===== src/rtl/spi_flash_reader_pkg.sv =====
// Shared constants, FSM state type and command-frame helper for the SPI flash read master.
package spi_flash_pkg;

    localparam logic [7:0] CMD_READ = 8'h03;
    localparam int         ADDR_W   = 24;

    typedef enum logic [2:0] {
        OFF    = 3'd0,
        PWR_UP = 3'd1,
        IDLE   = 3'd2,
        CMD    = 3'd3,
        DATA   = 3'd4,
        STALL  = 3'd5,
        DESEL  = 3'd6
    } state_t;

    function automatic logic [31:0] read_frame(input logic [ADDR_W-1:0] addr);
        return {CMD_READ, addr};
    endfunction

endpackage


===== src/rtl/spi_clk_gen.sv =====
// SPI clock divider: SPI_CLK idles low while disabled, toggles every CLK_DIV cycles when enabled,
// and flags the CLKA edges that will drive it high (rise_en) or low (fall_en).
module spi_clk_gen #(
    parameter int CLK_DIV = 2
) (
    input  logic CLKA,
    input  logic RST,
    input  logic en,
    output logic sclk,
    output logic rise_en,
    output logic fall_en
);

    localparam int CNT_W = (CLK_DIV > 1) ? $clog2(CLK_DIV) : 1;

    logic [CNT_W-1:0] cnt_r;
    logic             sclk_r;
    logic             term_s;

    assign term_s  = (cnt_r == CNT_W'(CLK_DIV - 1));
    assign rise_en = en && term_s && !sclk_r;
    assign fall_en = en && term_s && sclk_r;
    assign sclk    = sclk_r;

    // Half-period counter; disabling restarts it so the first rise is a full half-period away
    always_ff @(posedge CLKA) begin
        if (RST) begin
            cnt_r  <= {CNT_W{1'b0}};
            sclk_r <= 1'b0;
        end else if (!en) begin
            cnt_r  <= {CNT_W{1'b0}};
            sclk_r <= 1'b0;
        end else if (term_s) begin
            cnt_r  <= {CNT_W{1'b0}};
            sclk_r <= !sclk_r;
        end else begin
            cnt_r  <= cnt_r + CNT_W'(1);
        end
    end

endmodule


===== src/rtl/spi_flash_reader.sv =====
// SPI mode-0 master: powers the memory, sends READ + 24-bit address, then streams bytes
// to a valid/ready consumer, pausing the serial clock at byte boundaries when backpressured.
module spi_flash_reader
    import spi_flash_pkg::*;
#(
    parameter int CLK_DIV       = 2,
    parameter int PWR_UP_CYCLES = 200,
    parameter int DESEL_CYCLES  = 4,
    parameter int LEN_W         = 16
) (
    input  logic              CLKA,
    input  logic              RST,
    input  logic              start,
    input  logic [23:0]       start_addr,
    input  logic [LEN_W-1:0]  byte_count,
    output logic              busy,
    output logic              done,
    output logic [7:0]        rd_data,
    output logic              rd_valid,
    input  logic              rd_ready,
    output logic              MEM_VCC,
    output logic              SPI_CLK,
    output logic              SPI_MOSI,
    input  logic              SPI_MISO,
    output logic              SPI_CS_n
);

    localparam int WAIT_MAX   = (PWR_UP_CYCLES > DESEL_CYCLES) ? PWR_UP_CYCLES : DESEL_CYCLES;
    localparam int WAIT_W     = $clog2(WAIT_MAX + 1);
    localparam int PWR_LAST   = (PWR_UP_CYCLES > 0) ? PWR_UP_CYCLES - 1 : 0;
    localparam int DESEL_LAST = (DESEL_CYCLES > 0) ? DESEL_CYCLES - 1 : 0;

    state_t             state_r;
    state_t             state_nx_s;
    logic [31:0]        frame_s;
    logic [31:0]        sh_r;
    logic [6:0]         rx_r;
    logic [4:0]         bit_cnt_r;
    logic [LEN_W-1:0]   remain_r;
    logic [WAIT_W-1:0]  wait_cnt_r;
    logic               busy_r;
    logic               done_r;
    logic [7:0]         rd_data_r;
    logic               rd_valid_r;
    logic               mem_vcc_r;
    logic               mosi_r;
    logic               cs_n_r;
    logic               sclk_en_s;
    logic               active_nx_s;
    logic               load_s;
    logic               rise_s;
    logic               fall_s;
    logic               sclk_s;

    assign frame_s     = read_frame(start_addr);
    assign sclk_en_s   = (state_r == CMD) || (state_r == DATA);
    assign active_nx_s = (state_nx_s == CMD) || (state_nx_s == DATA) || (state_nx_s == STALL);
    assign load_s      = (state_r == DATA) && rise_s && (bit_cnt_r == 5'd7);

    spi_clk_gen #(
        .CLK_DIV (CLK_DIV)
    ) u_clk_gen (
        .CLKA    (CLKA),
        .RST     (RST),
        .en      (sclk_en_s),
        .sclk    (sclk_s),
        .rise_en (rise_s),
        .fall_en (fall_s)
    );

    // State register
    always_ff @(posedge CLKA) begin
        if (RST) begin
            state_r <= OFF;
        end else begin
            state_r <= state_nx_s;
        end
    end

    // Next-state logic; byte boundaries are the SPI_CLK falls that close a byte
    always_comb begin
        state_nx_s = state_r;
        case (state_r)
            OFF: begin
                state_nx_s = PWR_UP;
            end
            PWR_UP: begin
                if (wait_cnt_r == WAIT_W'(PWR_LAST)) state_nx_s = IDLE;
                else                                 state_nx_s = PWR_UP;
            end
            IDLE: begin
                if (start && (byte_count != {LEN_W{1'b0}})) state_nx_s = CMD;
                else                                        state_nx_s = IDLE;
            end
            CMD: begin
                if (fall_s && (bit_cnt_r == 5'd31)) state_nx_s = DATA;
                else                                state_nx_s = CMD;
            end
            DATA: begin
                if (fall_s && (bit_cnt_r == 5'd0)) begin
                    if (remain_r == {LEN_W{1'b0}})      state_nx_s = DESEL;
                    else if (rd_valid_r && !rd_ready)   state_nx_s = STALL;
                    else                                state_nx_s = DATA;
                end else begin
                    state_nx_s = DATA;
                end
            end
            STALL: begin
                if (!rd_valid_r || rd_ready) state_nx_s = DATA;
                else                         state_nx_s = STALL;
            end
            DESEL: begin
                if ((wait_cnt_r >= WAIT_W'(DESEL_LAST)) && !rd_valid_r) state_nx_s = IDLE;
                else                                                     state_nx_s = DESEL;
            end
            default: begin
                state_nx_s = OFF;
            end
        endcase
    end

    // Pin drivers, command shifter, receive shifter and transfer bookkeeping
    always_ff @(posedge CLKA) begin
        if (RST) begin
            mem_vcc_r  <= 1'b0;
            cs_n_r     <= 1'b1;
            mosi_r     <= 1'b0;
            busy_r     <= 1'b0;
            done_r     <= 1'b0;
            sh_r       <= 32'd0;
            rx_r       <= 7'd0;
            bit_cnt_r  <= 5'd0;
            remain_r   <= {LEN_W{1'b0}};
            wait_cnt_r <= {WAIT_W{1'b0}};
        end else begin
            mem_vcc_r <= (state_nx_s != OFF);
            cs_n_r    <= !active_nx_s;
            done_r    <= 1'b0;
            if (state_nx_s != state_r) begin
                wait_cnt_r <= {WAIT_W{1'b0}};
            end else if (wait_cnt_r != {WAIT_W{1'b1}}) begin
                wait_cnt_r <= wait_cnt_r + WAIT_W'(1);
            end
            case (state_r)
                IDLE: begin
                    if (start && (byte_count != {LEN_W{1'b0}})) begin
                        sh_r      <= {frame_s[30:0], 1'b0};
                        mosi_r    <= frame_s[31];
                        remain_r  <= byte_count;
                        bit_cnt_r <= 5'd0;
                        busy_r    <= 1'b1;
                    end else if (start) begin
                        done_r    <= 1'b1;
                    end
                end
                CMD: begin
                    // the 32nd fall shifts out the zero fill, leaving MOSI low for DATA
                    if (fall_s) begin
                        mosi_r    <= sh_r[31];
                        sh_r      <= {sh_r[30:0], 1'b0};
                        bit_cnt_r <= bit_cnt_r + 5'd1;
                    end
                end
                DATA: begin
                    if (rise_s) begin
                        rx_r <= {rx_r[5:0], SPI_MISO};
                        if (bit_cnt_r == 5'd7) begin
                            bit_cnt_r <= 5'd0;
                            remain_r  <= remain_r - LEN_W'(1);
                        end else begin
                            bit_cnt_r <= bit_cnt_r + 5'd1;
                        end
                    end
                end
                DESEL: begin
                    if (state_nx_s == IDLE) begin
                        done_r <= 1'b1;
                        busy_r <= 1'b0;
                    end
                end
                default: begin
                end
            endcase
        end
    end

    // Output byte register; a new byte may land in the same cycle the old one is taken
    always_ff @(posedge CLKA) begin
        if (RST) begin
            rd_data_r  <= 8'd0;
            rd_valid_r <= 1'b0;
        end else if (load_s) begin
            rd_data_r  <= {rx_r, SPI_MISO};
            rd_valid_r <= 1'b1;
        end else if (rd_ready) begin
            rd_valid_r <= 1'b0;
        end
    end

    assign busy     = busy_r;
    assign done     = done_r;
    assign rd_data  = rd_data_r;
    assign rd_valid = rd_valid_r;
    assign MEM_VCC  = mem_vcc_r;
    assign SPI_CLK  = sclk_s;
    assign SPI_MOSI = mosi_r;
    assign SPI_CS_n = cs_n_r;

endmodule


===== config.mk =====
export PLATFORM = sky130hd
export DESIGN_NAME = spi_flash_reader
export DESIGN_NICKNAME = d
export VERILOG_FILES = /design/src/rtl/spi_flash_reader_pkg.sv /design/src/rtl/spi_clk_gen.sv /design/src/rtl/spi_flash_reader.sv
export SDC_FILE = /design/constraint.sdc
export NUM_CORES = 1
export LEC_CHECK = 0
export ABC_AREA = 1
export BUFFER_PORTS_ARGS = -buffer_cell sky130_fd_sc_hd__buf_2
export CAP_MARGIN = 0
export CORE_MARGIN = 1
export CORE_UTILIZATION = 30
export DETAILED_ROUTE_END_ITERATION = 10
export GPL_TIMING_DRIVEN = 0
export HOLD_SLACK_MARGIN = 0.03
export PLACE_DENSITY = 0.51
export SYNTH_ARGS = -nofsm -noshare
export SYNTH_HDL_FRONTEND = slang
export SYNTH_SLANG_ARGS = --single-unit

===== constraint.sdc =====
create_clock -name CLKA -period 2.4 [get_ports CLKA]
set_input_delay 0.36 -clock CLKA [delete_from_list [all_inputs] [get_ports CLKA]]
set_output_delay 0.36 -clock CLKA [all_outputs]
set_load 0.005 [all_outputs]

==> results.json, run 1 <==
{
  "critPathRequiredTime_ns": 2.68,
  "synth.distinct_cells": 28,
  "finalWirelength_um": 11000,
  "std_cell_rows": 42,
  "cts.reportedPaths.clkPinSlew_ns": 0.06,
  "synth-seq-area-share_pct": 41.0,
  "antenna_found_initial": 0,
  "worstPathBufferInverterCount": 0,
  "grt_start_max_net_pins": 15,
  "antenna_cells": 0,
  "synth_top_area_cell": "dfxtp_1",
  "1st_pass_router_iterations": 4,
  "timing.final.crit_period_ns": 1.91,
  "static-leakage-power_nw": 2.18,
  "cp_data_arrival_time_ns": 2.20,
  "first_pass_grt_wire_length_um": 18800,
  "holdWs_ns": 0.256,
  "area.growth.synth_to_final_pct": 19.7,
  "irDropWorstVdd_uv": 436,
  "grt_setup_unrepaired": "false",
  "synth_top_area_share_pct": 41.0,
  "drt-vias-per-instance": 4.81,
  "fp.coreArea_um2": 13500,
  "clock_sink_count": 86,
  "run_status": "complete, no violations",
  "cpLargestDelayFamily": "simple AND/OR/NAND/NOR gates",
  "cellPowerDensity_nw_per_um2": 603,
  "maxSlewHeadroom_pct": 58.1,
  "post_synth_instance_area_um2": 4200,
  "clk_path_buf_depth": 2,
  "ys_seq_elements": 86,
  "totalNegativeSetupSlack_ns": 0,
  "min_period_over_period_pct": 79.7,
  "final_area_um2": 5030,
  "mappedNetlistNets": 677,
  "clock_tree.htree_level_count": 3,
  "finalWeightedCongestion": 0.852,
  "crit_path_max_fanout": 8,
  "synthMostInstantiatedCell": "nand2_1",
  "synth_area_leaders": "dfxtp_1, nand2_1, nor2_1, o21ai_0, a21oi_1",
  "first_global_vias": 3923,
  "cells_along_the_critical_path": "ha_1 -> nand2_1 -> nor2_1 -> ha_1 -> nand2_1 -> nand2_1 -> nand2_1 -> a21oi_1 -> nand3_1 -> a21oi_1 -> nand2_2 -> nor2_1",
  "synth.avg_cell_area_um2": 6.70,
  "ys_top_cells_by_count": "nand2_1, dfxtp_1, nor2_1, o21ai_0, inv_1",
  "dieArea_um2": 14500,
  "crit_path_top_delay_cell": "dfxtp_1",
  "report.final.hold_viol_count": 0,
  "global_route.usage.total_pct": 16.4,
  "ant_nets": 0,
  "drt_drc_violations_left": 0,
  "ctsRootBufferMaster": "clkbuf_16",
  "crit_path_end_kind": "register",
  "drive_gt1_share_pct": 14.0,
  "start_kind": "register",
  "cp_max_stage_delay_ns": 0.38,
  "insertion_delay_ns": 0.35,
  "hold_path_class": "input port to register",
  "synth_cells": 627,
  "skew_ns": 0.00546,
  "slew_viol_final": 0,
  "cts_repair_resize_count": 0,
  "ys_dominant_reg_cell": "dfxtp_1",
  "setup_cp_type": "register to register",
  "dieWidth_um": 120,
  "path_common_cell": "nand2_1",
  "cts_buffers": 9,
  "fin_nets": 747,
  "postSynth.asyncResetShare_pct": 0,
  "drv_cap": 0,
  "detailedPlacementHpwl_um": 8250,
  "placement.io_buffers": 59,
  "io-pin-count": 60,
  "wire_per_inst_um": 12.6,
  "post-cts-setup-buffers": 0,
  "report.final.setup_viol": 0,
  "cts.hold.buffers_added": 0,
  "synth_edf_count": 0,
  "cts_tree": "built",
  "timing.fmax_mhz": 523,
  "floorplan.die.height_um": 120,
  "synth-warning-count": 0,
  "drt_iter0_drc": 309,
  "routed-via-count": 4220,
  "total_gr_overflow": 0,
  "worst_slew_pin_slew_ns": 0.628,
  "initial_core_util_pct": 31.2,
  "dpl-instance-area_um2": 4720
}
## cells by family (layout without fill, tap and decap cells)
kind of cell,count (synthesis),count (layout),synth area share (%)
buffers and inverters,81,155,7.86
AND/OR/NAND/NOR,309,309,30.1
adder cells (fa/ha/maj),5,5,1.49
AO/OA/AOI/OAI,138,138,17.9
XOR/XNOR,8,8,1.67
flip-flops,86,86,41.0
## per-stage QoR
step | utilization (%) | power (W) | setup WS [ns] | cells
after CTS | 37.4 | 0.00308 | 0.480 | 877
after detailed placement | 35.1 | 0.00158 | 0.393 | 862
final | 37.4 | 0.00303 | 0.488 | 877
after floorplan | - | 0.00152 | 0.781 | 627
after global placement | 35.1 | 0.00158 | 0.411 | 862
after global routing | 37.4 | 0.00315 | 0.203 | 877
## registers in the layout (all words and copies together) (netlist names)
name	count
SPI_MOSI	1
rx_r	7
u_clk_gen.sclk	1
rd_valid	1
bit_cnt_r	5
rd_data	8
u_clk_gen.cnt_r	1
SPI_CS_n	1
busy	1
wait_cnt_r	8
MEM_VCC	1
sh_r	31
state_r	3
remain_r	16
done	1
## cell type report
class	instances	area, µm²
clock inverter	6	86.3
fill	1495	8420
inverter	58	218
tap	176	220
timing repair buffer	59	295
clock buffer	9	225
multi-input combinational	460	2150
sequential	86	1720
buffer	23	113
## metal layers
metal	share of wire, %	GRT usage, %	vias up
li1	-	-	2191
met1	47	20.8	1914
met2	46	26.4	104
met3	6.4	5.14	11
met4	1.5	5.32	0
met5	0	0	-
## path summary, 6_finish.rpt
check | to | startpoint | cells after the start | slack (ns)
worst max-delay path | wait_cnt_r[4] | bit_cnt_r[0] | 12 | 0.49
worst min-delay path | state_r[2] | RST | 2 | 0.26
worst max register to register | wait_cnt_r[4] | bit_cnt_r[0] | 12 | 0.49
worst min register to register | u_clk_gen.cnt_r | u_clk_gen.cnt_r | 1 | 0.43
## layout by cell type, fill, tap and decap left out, types with 4 or more instances in the layout
master and count:
nand2_1 182, nand3_1 22, a31oi_1 24, dfxtp_1 86, ha_1 5, nand3_2 4, xor2_1 5, nand4_1 10
o21ai_0 59, inv_1 55, a21oi_1 43, a211oi_1 4, clkbuf_16 9, clkbuf_1 12, nor2_1 82, buf_2 68
nor3_1 4
## report_power, final
group | internal (W) | switching, W | total (W)
clock network | 0.000905 | 0.000581 | 0.00149
registers | 0.00143 | 0.00000367 | 0.00143
logic | 0.0000489 | 0.0000647 | 0.000114
Power figures use the tool's default switching activity.
==> run 2: changes to the inputs <==
PLACE_DENSITY = 0.53   (was 0.51)
clock period = 1.7 ns   (was 2.4 ns; I/O delays follow)
==> run 2 against run 1 <==
Power grew 38%; sequential power grew 41%; critical path depth is the same; global-route usage shrank 0.33 points; sequential share of layout area shrank 1.7 points; highest routed layer unchanged; largest cell class unchanged; the flow now finishes with violations (negative setup slack); via count shrank 0.24%; first-iteration DRC count grew 0.65%; fmax grew 5.1%; non-clock buffer count grew 12; flip-flop and latch count is the same.
==> results.json, run 2 (synthesized netlist as in run 1, its figures left out) <==
{
  "clk_path_buf_depth": 2,
  "regToRegEndpoint": "wait_cnt_r[3]",
  "global_route.usage.total_pct": 16.1,
  "grt_start_max_net_pins": 16,
  "std_cell_rows": 42,
  "crit-reg2reg-launch": "bit_cnt_r[0]",
  "static-leakage-power_nw": 2.26,
  "area.growth.synth_to_final_pct": 26.9,
  "clock_sink_count": 86,
  "start_kind": "register",
  "finalWeightedCongestion": 0.849,
  "critPathRequiredTime_ns": 1.99,
  "skew_ns": 0.00613,
  "crit_path_max_fanout": 8,
  "highest_layer": "met4",
  "run_status": "finished with violations",
  "antenna_found_initial": 0,
  "largest_registers": "sh_r (31), remain_r (16)",
  "crit_path_top_delay_cell": "dfxtp_2",
  "ctsRootBufferMaster": "clkbuf_16",
  "cts.hold.buffers_added": 0,
  "cts_buffers": 9,
  "drt_iter0_drc": 311,
  "swShare_pct": 23.1,
  "slew_viol_final": 0,
  "ant_nets": 0,
  "largest_register_ff_count": 31,
  "finalWirelength_um": 11300,
  "hold_path_class": "input port to register",
  "worst_slew_pin_slew_ns": 0.610,
  "combinationalPowerShare_pct": 4.0,
  "dieArea_um2": 14500,
  "cellInternalPower_w": 0.00323,
  "placement.io_buffers": 59,
  "regMostFlops": "sh_r",
  "cp_data_arrival_time_ns": 2.11,
  "first_global_vias": 3968,
  "multiInputGateArea_um2": 2320,
  "final_setup_margin_ns": -0.119,
  "cellPowerDensity_nw_per_um2": 788,
  "dieWidth_um": 120,
  "totalNegativeSetupSlack_ns": -0.828,
  "maxSlewHeadroom_pct": 59.4,
  "timing.fmax_mhz": 550,
  "grt_setup_unrepaired": "true",
  "hp-start": "RST",
  "cts.reportedPaths.clkPinSlew_ns": 0.07,
  "clock_tree.htree_level_count": 3,
  "cts_tree": "built",
  "violations": "negative setup slack",
  "final.fill_count": 1442,
  "timing.final.crit_period_ns": 1.82,
  "initial_core_util_pct": 31.2,
  "wl_met2_um": 5140,
  "insertion_delay_ns": 0.35,
  "switching_power_w": 0.000972,
  "floorplan.die.height_um": 120,
  "power_frac_seq_pct": 48.2,
  "layout_commonest_cell": "nand2_1",
  "min_period_over_period_pct": 107,
  "antenna_cells": 0,
  "wire_per_inst_um": 12.7,
  "cp_max_stage_delay_ns": 0.35,
  "io-pin-count": 60,
  "drv_cap": 0,
  "drt-vias-per-instance": 4.73,
  "layout.core_utilization_pct": 39.6,
  "worstPathBufferInverterCount": 0,
  "routed-via-count": 4210,
  "path_common_cell": "nand2_2",
  "report.final.hold_viol_count": 0,
  "1st_pass_router_iterations": 5,
  "holdPathStages": 2,
  "r2r.worst_path.cells": 12,
  "hold-path-endpoint": "state_r[2]",
  "power.share.clock_pct": 47.8,
  "cpLargestDelayFamily": "simple AND/OR/NAND/NOR gates",
  "cells_along_the_critical_path": "ha_4 -> nand2_4 -> nor2_4 -> ha_2 -> nand2_2 -> nand2_2 -> nand2_2 -> a21oi_2 -> nand3_1 -> a21oi_2 -> nand2_4 -> nor2_1",
  "regToRegSetupSlack_ns": -0.12,
  "totalPowerFinal_w": 0.00420,
  "report.final.setup_viol": 8,
  "drive_gt1_share_pct": 21.7,
  "layout.cells.most_common_list": "nand2_1, dfxtp_1, nor2_1, buf_2, o21ai_0",
  "fin_nets": 759,
  "detailroute.wirelength.met3_um": 581,
  "total_gr_overflow": 0,
  "crit_path_end_kind": "register",
  "wirelength_met1_um": 5400,
  "irDropWorstVdd_uv": 622,
  "drt_drc_violations_left": 0,
  "detailedPlacementHpwl_um": 8060,
  "setup_cp_type": "register to register",
  "fp.coreArea_um2": 13500,
  "first_pass_grt_wire_length_um": 18500,
  "regArea_um2": 1730
}
run 2: cell types whose count changed in the layout (fill, tap and decap cells not counted), sizes merged:
cell      delta
clkbuf       +2
buf         +10
inv          -1
bufinv       -1
clkinvlp     +3
run 2: how the worst max path moves through the flow:
| stage | start | endpoint | cells after the start |
|---|---|---|---|
| after global placement | state_r[2] | sh_r[21] | 8 |
| after floorplan | bit_cnt_r[0] | wait_cnt_r[0] | 12 |
| final | bit_cnt_r[0] | wait_cnt_r[3] | 12 |
| after global routing | bit_cnt_r[1] | wait_cnt_r[1] | 12 |
| after detailed placement | byte_count[10] | remain_r[10] | 12 |
| after CTS | bit_cnt_r[1] | wait_cnt_r[6] | 12 |
run 2: power groups by stage:
| stage | combinational, W | clock [W] | sequential (W) |
|---|---|---|---|
| global placement | 0.000160 | 0 | 0.00207 |
| finish | 0.000169 | 0.00201 | 0.00202 |
| detailed placement | 0.000162 | 0 | 0.00207 |
| CTS | 0.000165 | 0.00206 | 0.00202 |
| global route | 0.000189 | 0.00214 | 0.00202 |
| floorplan | 0.0000765 | 0 | 0.00207 |
run 2: worst reg2reg max path: stages (launching register included):
cell,delay [ns]
dfxtp_2,0.35
ha_4,0.15
nand2_4,0.07
nor2_4,0.09
ha_2,0.19
nand2_2,0.07
nand2_2,0.07
nand2_2,0.06
a21oi_2,0.14
nand3_1,0.14
a21oi_2,0.21
nand2_4,0.12
nor2_1,0.11
run 2: routing by layer:
layer | up-vias | GRT usage [%]
met1 | 1876 | 20.1
li1 | 2216 | -
met3 | 18 | 4.62
met5 | - | 0
met4 | 0 | 5.48
met2 | 100 | 26.4
run 2: through the flow:
step | instances | hold slack [ns] | area [µm²] | worst slack, ns
after floorplan | 627 | 0.336 | 4200 | 0.0813
final | 890 | 0.130 | 5330 | -0.119
after CTS | 883 | 0.131 | 5160 | -0.0399
after global routing | 890 | 0.141 | 5330 | -0.246
after global placement | 862 | 0.421 | 4720 | -0.177
after detailed placement | 862 | 0.426 | 4720 | -0.196
run 2: repair_timing:
action                     CTS  global route
cloned                       0             0
buffers inserted             5             7
gates resized for setup     33            44
hold endpoints to repair     0             0
setup endpoints to repair   53            62
pin swaps                   12            15
run 2: final cells by class:
type / count / area share (%)
buffer: 23 / 2.65
clock inverter: 7 / 1.38
timing repair buffer: 71 / 7.46
tap: 176 / 4.13
clock buffer: 9 / 4.22
multi-input combinational: 460 / 43.4
sequential: 86 / 32.5
inverter: 58 / 4.22
